==> config.mk <==
export PLATFORM = sky130hd
export DESIGN_NAME = data_stack
export DESIGN_NICKNAME = d
export VERILOG_FILES = /design/src/rtl/data_stack.sv
export SDC_FILE = /design/constraint.sdc
export NUM_CORES = 1
export LEC_CHECK = 0
export CORE_ASPECT_RATIO = 1.5
export CORE_MARGIN = 2
export CORE_UTILIZATION = 34
export DETAILED_ROUTE_END_ITERATION = 10
export PLACE_DENSITY = 0.5
export SYNTH_ARGS = -nofsm -noshare
export SYNTH_HDL_FRONTEND = slang
export SYNTH_SLANG_ARGS = --single-unit
==> constraint.sdc <==
create_clock -name c_CLOCK -period 4.1 [get_ports c_CLOCK]
set_clock_uncertainty 0.05 [all_clocks]
set_input_delay 0.82 -clock c_CLOCK [delete_from_list [all_inputs] [get_ports c_CLOCK]]
set_output_delay 0.82 -clock c_CLOCK [all_outputs]
set_load 0.03 [all_outputs]
==> src/rtl/data_stack.sv <==
// Forth-style data stack: TOS/NOS in registers, deeper cells in a register file.
// Illegal operations are dropped and latch a sticky overflow/underflow flag.
module data_stack #(
    parameter int DEPTH = 16,
    parameter int WIDTH = 16
) (
    input  logic                         c_CLOCK,
    input  logic                         c_RESET,
    input  logic [2:0]                   f_stackop,
    input  logic [WIDTH-1:0]             i_DATA,
    output logic [WIDTH-1:0]             o_TOS,
    output logic [WIDTH-1:0]             o_NOS,
    output logic [$clog2(DEPTH+1)-1:0]   o_DEPTH,
    output logic                         o_OVERFLOW,
    output logic                         o_UNDERFLOW
);

    localparam int DW = $clog2(DEPTH + 1);
    localparam int MD = DEPTH - 2;
    localparam int AW = (MD > 1) ? $clog2(MD) : 1;

    typedef enum logic [2:0] {
        OP_NOP    = 3'b000,
        OP_PUSH   = 3'b001,
        OP_DROP   = 3'b010,
        OP_DUP    = 3'b011,
        OP_SWAP   = 3'b100,
        OP_OVER   = 3'b101,
        OP_UNARY  = 3'b110,
        OP_BINARY = 3'b111
    } op_e;

    op_e op;
    assign op = op_e'(f_stackop);

    logic [WIDTH-1:0] tos_q, nos_q, tos_d, nos_d;
    logic [DW-1:0]    depth_q, depth_d;
    logic             ovf_q, unf_q, ovf_set, unf_set;
    logic [WIDTH-1:0] mem_q [MD];
    logic [AW-1:0]    push_idx, pop_idx;
    logic             mem_we;

    logic has1, has2, has3, full;
    logic need1, need2, grow, shrink, swap, unary;
    logic [WIDTH-1:0] val;

    assign has1 = (depth_q != '0);
    assign has2 = (depth_q >= DW'(2));
    assign has3 = (depth_q >= DW'(3));
    assign full = (depth_q == DW'(DEPTH));

    // Cell k of the stack (k < n-2) lives at mem_q[k]
    assign push_idx = AW'(depth_q - DW'(2));
    assign pop_idx  = AW'(depth_q - DW'(3));

    always_comb begin
        need1  = 1'b0;
        need2  = 1'b0;
        grow   = 1'b0;
        shrink = 1'b0;
        swap   = 1'b0;
        unary  = 1'b0;
        val    = i_DATA;
        case (op)
            OP_PUSH:   grow = 1'b1;
            OP_DROP:   begin need1 = 1'b1; shrink = 1'b1; val = nos_q; end
            OP_DUP:    begin need1 = 1'b1; grow = 1'b1; val = tos_q; end
            OP_SWAP:   begin need2 = 1'b1; swap = 1'b1; end
            OP_OVER:   begin need2 = 1'b1; grow = 1'b1; val = nos_q; end
            OP_UNARY:  begin need1 = 1'b1; unary = 1'b1; end
            OP_BINARY: begin need2 = 1'b1; shrink = 1'b1; end
            default:   ;
        endcase
    end

    always_comb begin
        tos_d   = tos_q;
        nos_d   = nos_q;
        depth_d = depth_q;
        ovf_set = 1'b0;
        unf_set = 1'b0;
        mem_we  = 1'b0;
        if ((need1 && !has1) || (need2 && !has2)) begin
            unf_set = 1'b1;
        end else if (grow && full) begin
            ovf_set = 1'b1;
        end else if (grow) begin
            mem_we  = has2;
            tos_d   = val;
            nos_d   = tos_q;
            depth_d = depth_q + 1'b1;
        end else if (shrink) begin
            tos_d   = val;
            nos_d   = has3 ? mem_q[pop_idx] : '0;
            depth_d = depth_q - 1'b1;
        end else if (swap) begin
            tos_d = nos_q;
            nos_d = tos_q;
        end else if (unary) begin
            tos_d = i_DATA;
        end
    end

    always_ff @(posedge c_CLOCK or posedge c_RESET) begin
        if (c_RESET) begin
            tos_q   <= '0;
            nos_q   <= '0;
            depth_q <= '0;
            ovf_q   <= 1'b0;
            unf_q   <= 1'b0;
        end else begin
            tos_q   <= tos_d;
            nos_q   <= nos_d;
            depth_q <= depth_d;
            ovf_q   <= ovf_q | ovf_set;
            unf_q   <= unf_q | unf_set;
        end
    end

    // Deep storage is unreadable until refilled, so it carries no reset
    always_ff @(posedge c_CLOCK) begin
        if (mem_we) mem_q[push_idx] <= nos_q;
    end

    assign o_TOS       = tos_q;
    assign o_NOS       = nos_q;
    assign o_DEPTH     = depth_q;
    assign o_OVERFLOW  = ovf_q;
    assign o_UNDERFLOW = unf_q;

endmodule

Yosys cells after proc, flatten, opt, wreduce, memory -nomap -nowiden
Memory sizes are Yosys's and may differ from the RTL's.
Cells that the tools add are included.
- register bits after elaboration: 39
- bits in writable memories: 224
- input bits: 21
- output and inout bits: 39
- logic and storage cells: 67
- memories: 1
- memory list (memory ; depth ; width ; read ports ; clocked after Yosys merged registers in ; wr ports ; line ; RTL):
    mem_q ; 14 ; 16 ; 1 ; 0 ; 1 ; 39 ; logic [WIDTH-1:0] mem_q [MD];
- $add $sub $neg: 4
- order comparisons: 2
- equality and inequality tests: 8
- muxes and demuxes: 25
- bitwise operators: 4
- reductions and logical operators: 18
- operator list (kind ; count):
    16-bit two-way mux ; 8
    16-bit case mux with 2 select lines ; 1
    1-bit two-way mux ; 14
    3-bit == test, second input constant ; 4
    5-bit by 2-bit greater-or-equal comparator with 1-bit output, second input constant ; 2
    5-bit two-way mux ; 2
    3-bit AND reduction ; 3
    3-bit OR reduction ; 3
    4-bit by 2-bit subtractor with 4-bit output, second input constant ; 2
    3-bit by 2-bit == test with 1-bit output, second input constant ; 2
    5-bit by 1-bit adder with 5-bit output, second input constant ; 1
    5-bit == test, second input constant ; 1
    5-bit nonzero test ; 1
    5-bit by 1-bit subtractor with 5-bit output, second input constant ; 1
    4-bit nonzero test ; 1
    2-bit OR reduction ; 2
    3-bit by 1-bit == test with 1-bit output, second input constant ; 1
    1-bit logical AND ; 3
    3-bit nonzero test ; 1
    1-bit zero test ; 2
    1-bit NOT ; 2
    1-bit bitwise OR ; 2
    2-bit nonzero test ; 1
    1-bit logical OR ; 1

Logic depth before layout (Yosys ltp)
- depth in word-level cells: 8
- depth in mapped cells: 14
- depth with buffers taken out: 7

Worst setup path before layout
OpenSTA, ideal clock, no wires.
- path kind: flip-flop to flip-flop
- from: reg depth_q[0], in the netlist o_DEPTH[0]
- to: mem mem_q[5][0] (enable)
- library setup time: 430 ps
- arrival: 4034 ps
- data required time: 3620 ps
- setup slack: -414 ps
- cell stages (with the launch flop): 11
- path buffers: 4
- period minus slack after synthesis: 4514 ps
- cell sequence: dfrtp_1 -> buf_2 -> buf_2 -> buf_4 -> buf_2 -> inv_1 -> ha_1 -> nor3b_1 -> o21ai_0 -> nand3_1 -> nor4_1
- word-level cells in the longest chain between the ends: 7
- elaborated cells on any way between the ends: 15
- those cells by class: add/sub (1); order compare (1); eq/ne (1); mux (5); reduce/logical (7)
- RTL lines (what ; line ; RTL):
    start, declared ; 37 ; logic [DW-1:0] depth_q, depth_d;
    start signal, assigned ; 114 ; depth_q <= depth_d;
    5-bit by 2-bit greater-or-equal comparator with 1-bit output / 5-bit nonzero test (equally long branches) ; 48, 47 ;
    1-bit zero test ; 83 ; if ((need1 && !has1) || (need2 && !has2)) begin
    1-bit logical AND ; 83 ;
    1-bit logical OR ; 83 ;
    1-bit two-way mux ; 83 ;
    1-bit two-way mux ; 122 ; if (mem_we) mem_q[push_idx] <= nos_q;
    1-bit two-way mux (implied by the code) ; 122 ;
    end, declared ; 39 ;
Several ways; a longest one is shown, not always the timed one.

Worst setup path after layout
- from: reg depth_q[0], in the netlist o_DEPTH[0]
- to: reg nos_q[4], in the netlist o_NOS[4]
- word-level cells in the longest chain between the ends: 6
- elaborated cells on any way between the ends: 18
- those cells by class: add/sub (1); order compare (2); eq/ne (1); mux (3); bitwise (2); reduce/logical (8); memory (1)
- RTL lines (what ; line ; RTL):
    branches (longest 6 deep; another with memory 14 x 16 bit) ; - ;
    end signal, assigned ; 113 ; nos_q <= nos_d;
    end, declared ; 36 ; logic [WIDTH-1:0] tos_q, nos_q, tos_d, nos_d;
Several ways; the timed one is not identified.
A chain may end at the register's enable or synchronous reset.

==> metrics.json <==
{
  "core_area_um2": 31800,
  "post-cts-setup-buffer-count": 0,
  "wl_per_cell_um": 23.5,
  "cell_taking_the_most_area_after_synthesis": "sky130_fd_sc_hd__edfxtp_1",
  "synth_cells": 661,
  "final.period_utilization_pct": 78.6,
  "timing.slew.headroom_pct": 38.5,
  "placedInstanceArea_um2": 12300,
  "std_cell_rows": 80,
  "final.min_clock_period_ns": 3.22,
  "worst_slew_pin_slew_ns": 0.922,
  "synth_fp_nets": 689,
  "finish.net_count": 770,
  "synth_top_family_by_area": "multiplexers",
  "grt.overflow.total": 0,
  "vias_per_inst": 5.39,
  "power.net_switching_uw": 4090,
  "synth_largest_type_area_fraction_pct": 61.3,
  "vias": 6301,
  "required_ns": 4.49,
  "end_kind": "flip-flop",
  "cts-root-to-sink-buffers": 3,
  "portBuffers": 59,
  "cts.sinks": 263,
  "path_class": "reg -> reg",
  "unrepaired_setup_endpoints_after_global_routing": "no",
  "power.ir.vdd_worst_v": 0.000418,
  "cts_tree": "built",
  "place_hpwl_um": 17800,
  "wire_length_of_the_first_global_routing_pass_um": 41600,
  "synth_xor_area_share_pct": 0.798,
  "rd_place_congestion": 0.822,
  "drtIter0Drc": 428,
  "crit_arrival_ns": 3.61,
  "cts_made_buffers": 24,
  "worstPathMaxFanout": 48,
  "die_h_um": 224,
  "post_synth_and_or_nand_nor_area_fraction_pct": 5.67,
  "max_freq_ghz": 0.310,
  "p_seq_share_pct": 39.7,
  "number_of_hold_slack_violations_in_the_final_timing_report": 0,
  "final_area_um2": 13000,
  "fill_cell_count": 2897,
  "final_antenna_net_count": 0,
  "async_reset_ff_share_pct": 14.8,
  "yosys-mux-area-fraction_pct": 13.0,
  "power.density_nw_per_um2": 827,
  "initial_utilization_pct": 34.5,
  "outcome": "completed",
  "cp-start-kind": "flip-flop",
  "complex_gate_fraction_of_the_synthesized_area_pct": 7.31,
  "top_level_ports": 60,
  "maximum_number_of_pins_on_one_net_before_global_route_repair": 49,
  "cts_hold_repair.buffers": 0,
  "grt_antenna_before_repair": 0,
  "ys_ff_latch": 263,
  "share_comb_of_total_power_pct": 39.4,
  "switching_share_pct": 37.9,
  "cts.htree.levels": 1,
  "number_of_enable_flip_flop_cells_after_synthesis": 224,
  "syn_area_um2": 11000,
  "cap_violations": 0,
  "first_global_vias": 6744,
  "synthesized_area_per_cell_um2": 16.6,
  "worstSkewPairLatency_ns": 0.52,
  "cellInternalPower_uw": 6700,
  "flow.area_growth_from_synthesis_pct": 18.8,
  "cts_root_buffer": "sky130_fd_sc_hd__clkbuf_16",
  "ys.flop_type": "sky130_fd_sc_hd__edfxtp_1",
  "power.share.clock_pct": 20.9,
  "clk_pin_slew_worst_paths_ns": 0.07,
  "hold_path.class": "reg -> reg",
  "top_area_cells_in_the_synthesized_netlist": "sky130_fd_sc_hd__edfxtp_1 61%, sky130_fd_sc_hd__mux4_2 9.8%, sky130_fd_sc_hd__dfrtp_1 8.9%",
  "grtUsageTotal_pct": 16.6,
  "post-route-util_pct": 41.0,
  "synth-seq-area-share_pct": 70.2,
  "drc": 0,
  "unique_cell_type_count_in_the_yosys_netlist": 51,
  "post_cts_resize_count": 0,
  "chipWidth_um": 151,
  "routed_wl_um": 27500,
  "power.static_leakage_uw": 0.00439,
  "timing.final.setup_violations": 0,
  "drive_above_1_share_pct": 19.5,
  "synth_fa_ha_area_share_pct": 0.798,
  "ys_warn_count": 0,
  "tritonroute_pass_1_iters": 5,
  "design.die.area_um2": 33800,
  "insertedDiodeCount": 0,
  "slew_viol_final": 0
}
==> kinds of logic (layout without fill, tap and decap cells) <==
group | Yosys count | count (layout)
xor gates and xnor gates | 10 | 10
AOI/OAI and AO/OA | 112 | 112
DFF | 263 | 263
buffers and inverters | 55 | 154
adders and majority gates | 7 | 7
muxes | 82 | 82
and+or+nand+nor | 132 | 132
==> per-layer routing <==
metal / vias to the layer above / share of wire [%] / global-route usage [%]
met2: 183 / 52 / 29.1
li1: 2799 / - / -
met3: 46 / 4.0 / 2.10
met1: 3273 / 41 / 20.8
met5: - / 0 / 0
met4: 0 / 2.9 / 6.03
==> registers in the layout, indices dropped and copies added, names as in the netlist <==
signal       count
mem_q          224
o_NOS           16
o_TOS           16
o_DEPTH          5
o_OVERFLOW       1
o_UNDERFLOW      1
==> area by class of cell <==
| type | instances | area (µm²) | share of cell area [%] |
|---|---|---|---|
| well taps | 410 | 513 | 3.93 |
| multi-input cells | 343 | 3100 | 23.8 |
| clock buffers | 33 | 686 | 5.26 |
| inverters | 14 | 52.6 | 0.403 |
| repair buffers | 96 | 881 | 6.76 |
| flip-flops and latches | 263 | 7710 | 59.1 |
| clock inverters | 11 | 103 | 0.787 |
==> worst paths after layout <==
path                                 start    endpoint  slack [ns]  depth (start not counted)
max in group asynchronous          c_RESET  o_DEPTH[0]        2.57                          2
worst min register to register  o_OVERFLOW  o_OVERFLOW        0.43                          1
min in group asynchronous          c_RESET  o_DEPTH[0]        0.77                          2
worst max-delay path            o_DEPTH[0]    o_NOS[4]        0.88                          8
worst max register to register  o_DEPTH[0]    o_NOS[4]        0.88                          8
worst min-delay path            o_OVERFLOW  o_OVERFLOW        0.43                          1
==> cells in the mapped netlist, types with 8 or more instances <==
master                     instances
sky130_fd_sc_hd__edfxtp_1        224
sky130_fd_sc_hd__nor3_1           19
sky130_fd_sc_hd__dfrtp_1          39
sky130_fd_sc_hd__inv_1            12
sky130_fd_sc_hd__mux2i_1          27
sky130_fd_sc_hd__xnor2_1           8
sky130_fd_sc_hd__clkbuf_1         18
sky130_fd_sc_hd__nand3_1          18
sky130_fd_sc_hd__o21ai_0          12
sky130_fd_sc_hd__a21oi_1          24
sky130_fd_sc_hd__nand2_1          57
sky130_fd_sc_hd__a32oi_1          16
sky130_fd_sc_hd__a22o_1           17
sky130_fd_sc_hd__buf_2            16
sky130_fd_sc_hd__o211ai_1         20
sky130_fd_sc_hd__mux4_2           48
sky130_fd_sc_hd__nor2_1           11
==> cells in the final DEF, fill, tap and decap left out, drive strengths merged, types with 7 or more instances in the layout <==
master / synthesis / final
nand2: 57 / 57
nor3: 19 / 19
mux2i: 27 / 27
nor2: 11 / 11
nand3: 18 / 18
a21oi: 25 / 25
nor4: 7 / 7
ha: 7 / 7
o21ai: 14 / 14
clkbuf: 18 / 33
clkinv: 1 / 10
mux2: 7 / 7
a22o: 17 / 17
a32oi: 16 / 16
xnor2: 8 / 8
o211ai: 20 / 20
clkdlybuf4s50: 0 / 59
mux4: 48 / 48
edfxtp: 224 / 224
dfrtp: 39 / 39
inv: 13 / 13
buf: 23 / 37
==> per-stage QoR <==
step                std cells  hold WS [ns]  TNS (ns)  power (µW)  setup WS (ns)
floorplan                 661         0.586    -37.99        6850         -0.414
global placement         1126         0.407         0        8580          0.616
detailed placement       1126         0.414         0        8660          0.466
CTS                      1170         0.440         0       10900          0.769
global route             1170         0.464         0       11300          0.531
finish                   1170         0.435         0       10800          0.878
==> power by group through the flow <==
| stage | Sequential (µW) | Combinational [µW] | Clock [µW] |
|---|---|---|---|
| after floorplan | 4440 | 2410 | 0 |
| after global routing | 4350 | 4600 | 2400 |
| after detailed placement | 4340 | 4320 | 0 |
| after global placement | 4300 | 4280 | 0 |
| after CTS | 4290 | 4330 | 2300 |
| final | 4280 | 4240 | 2260 |
==> critical path, cell delays in order, from the launching register on <==
cell and delay, ns:
sky130_fd_sc_hd__dfrtp_4 0.66, sky130_fd_sc_hd__buf_4 0.67, sky130_fd_sc_hd__ha_1 0.47, sky130_fd_sc_hd__xor2_4 0.16, sky130_fd_sc_hd__buf_4 0.48, sky130_fd_sc_hd__nand2_1 0.11, sky130_fd_sc_hd__nand3_1 0.18, sky130_fd_sc_hd__a32oi_1 0.12
sky130_fd_sc_hd__a21oi_1 0.20
No activity file was read; power rests on OpenSTA's default activity.
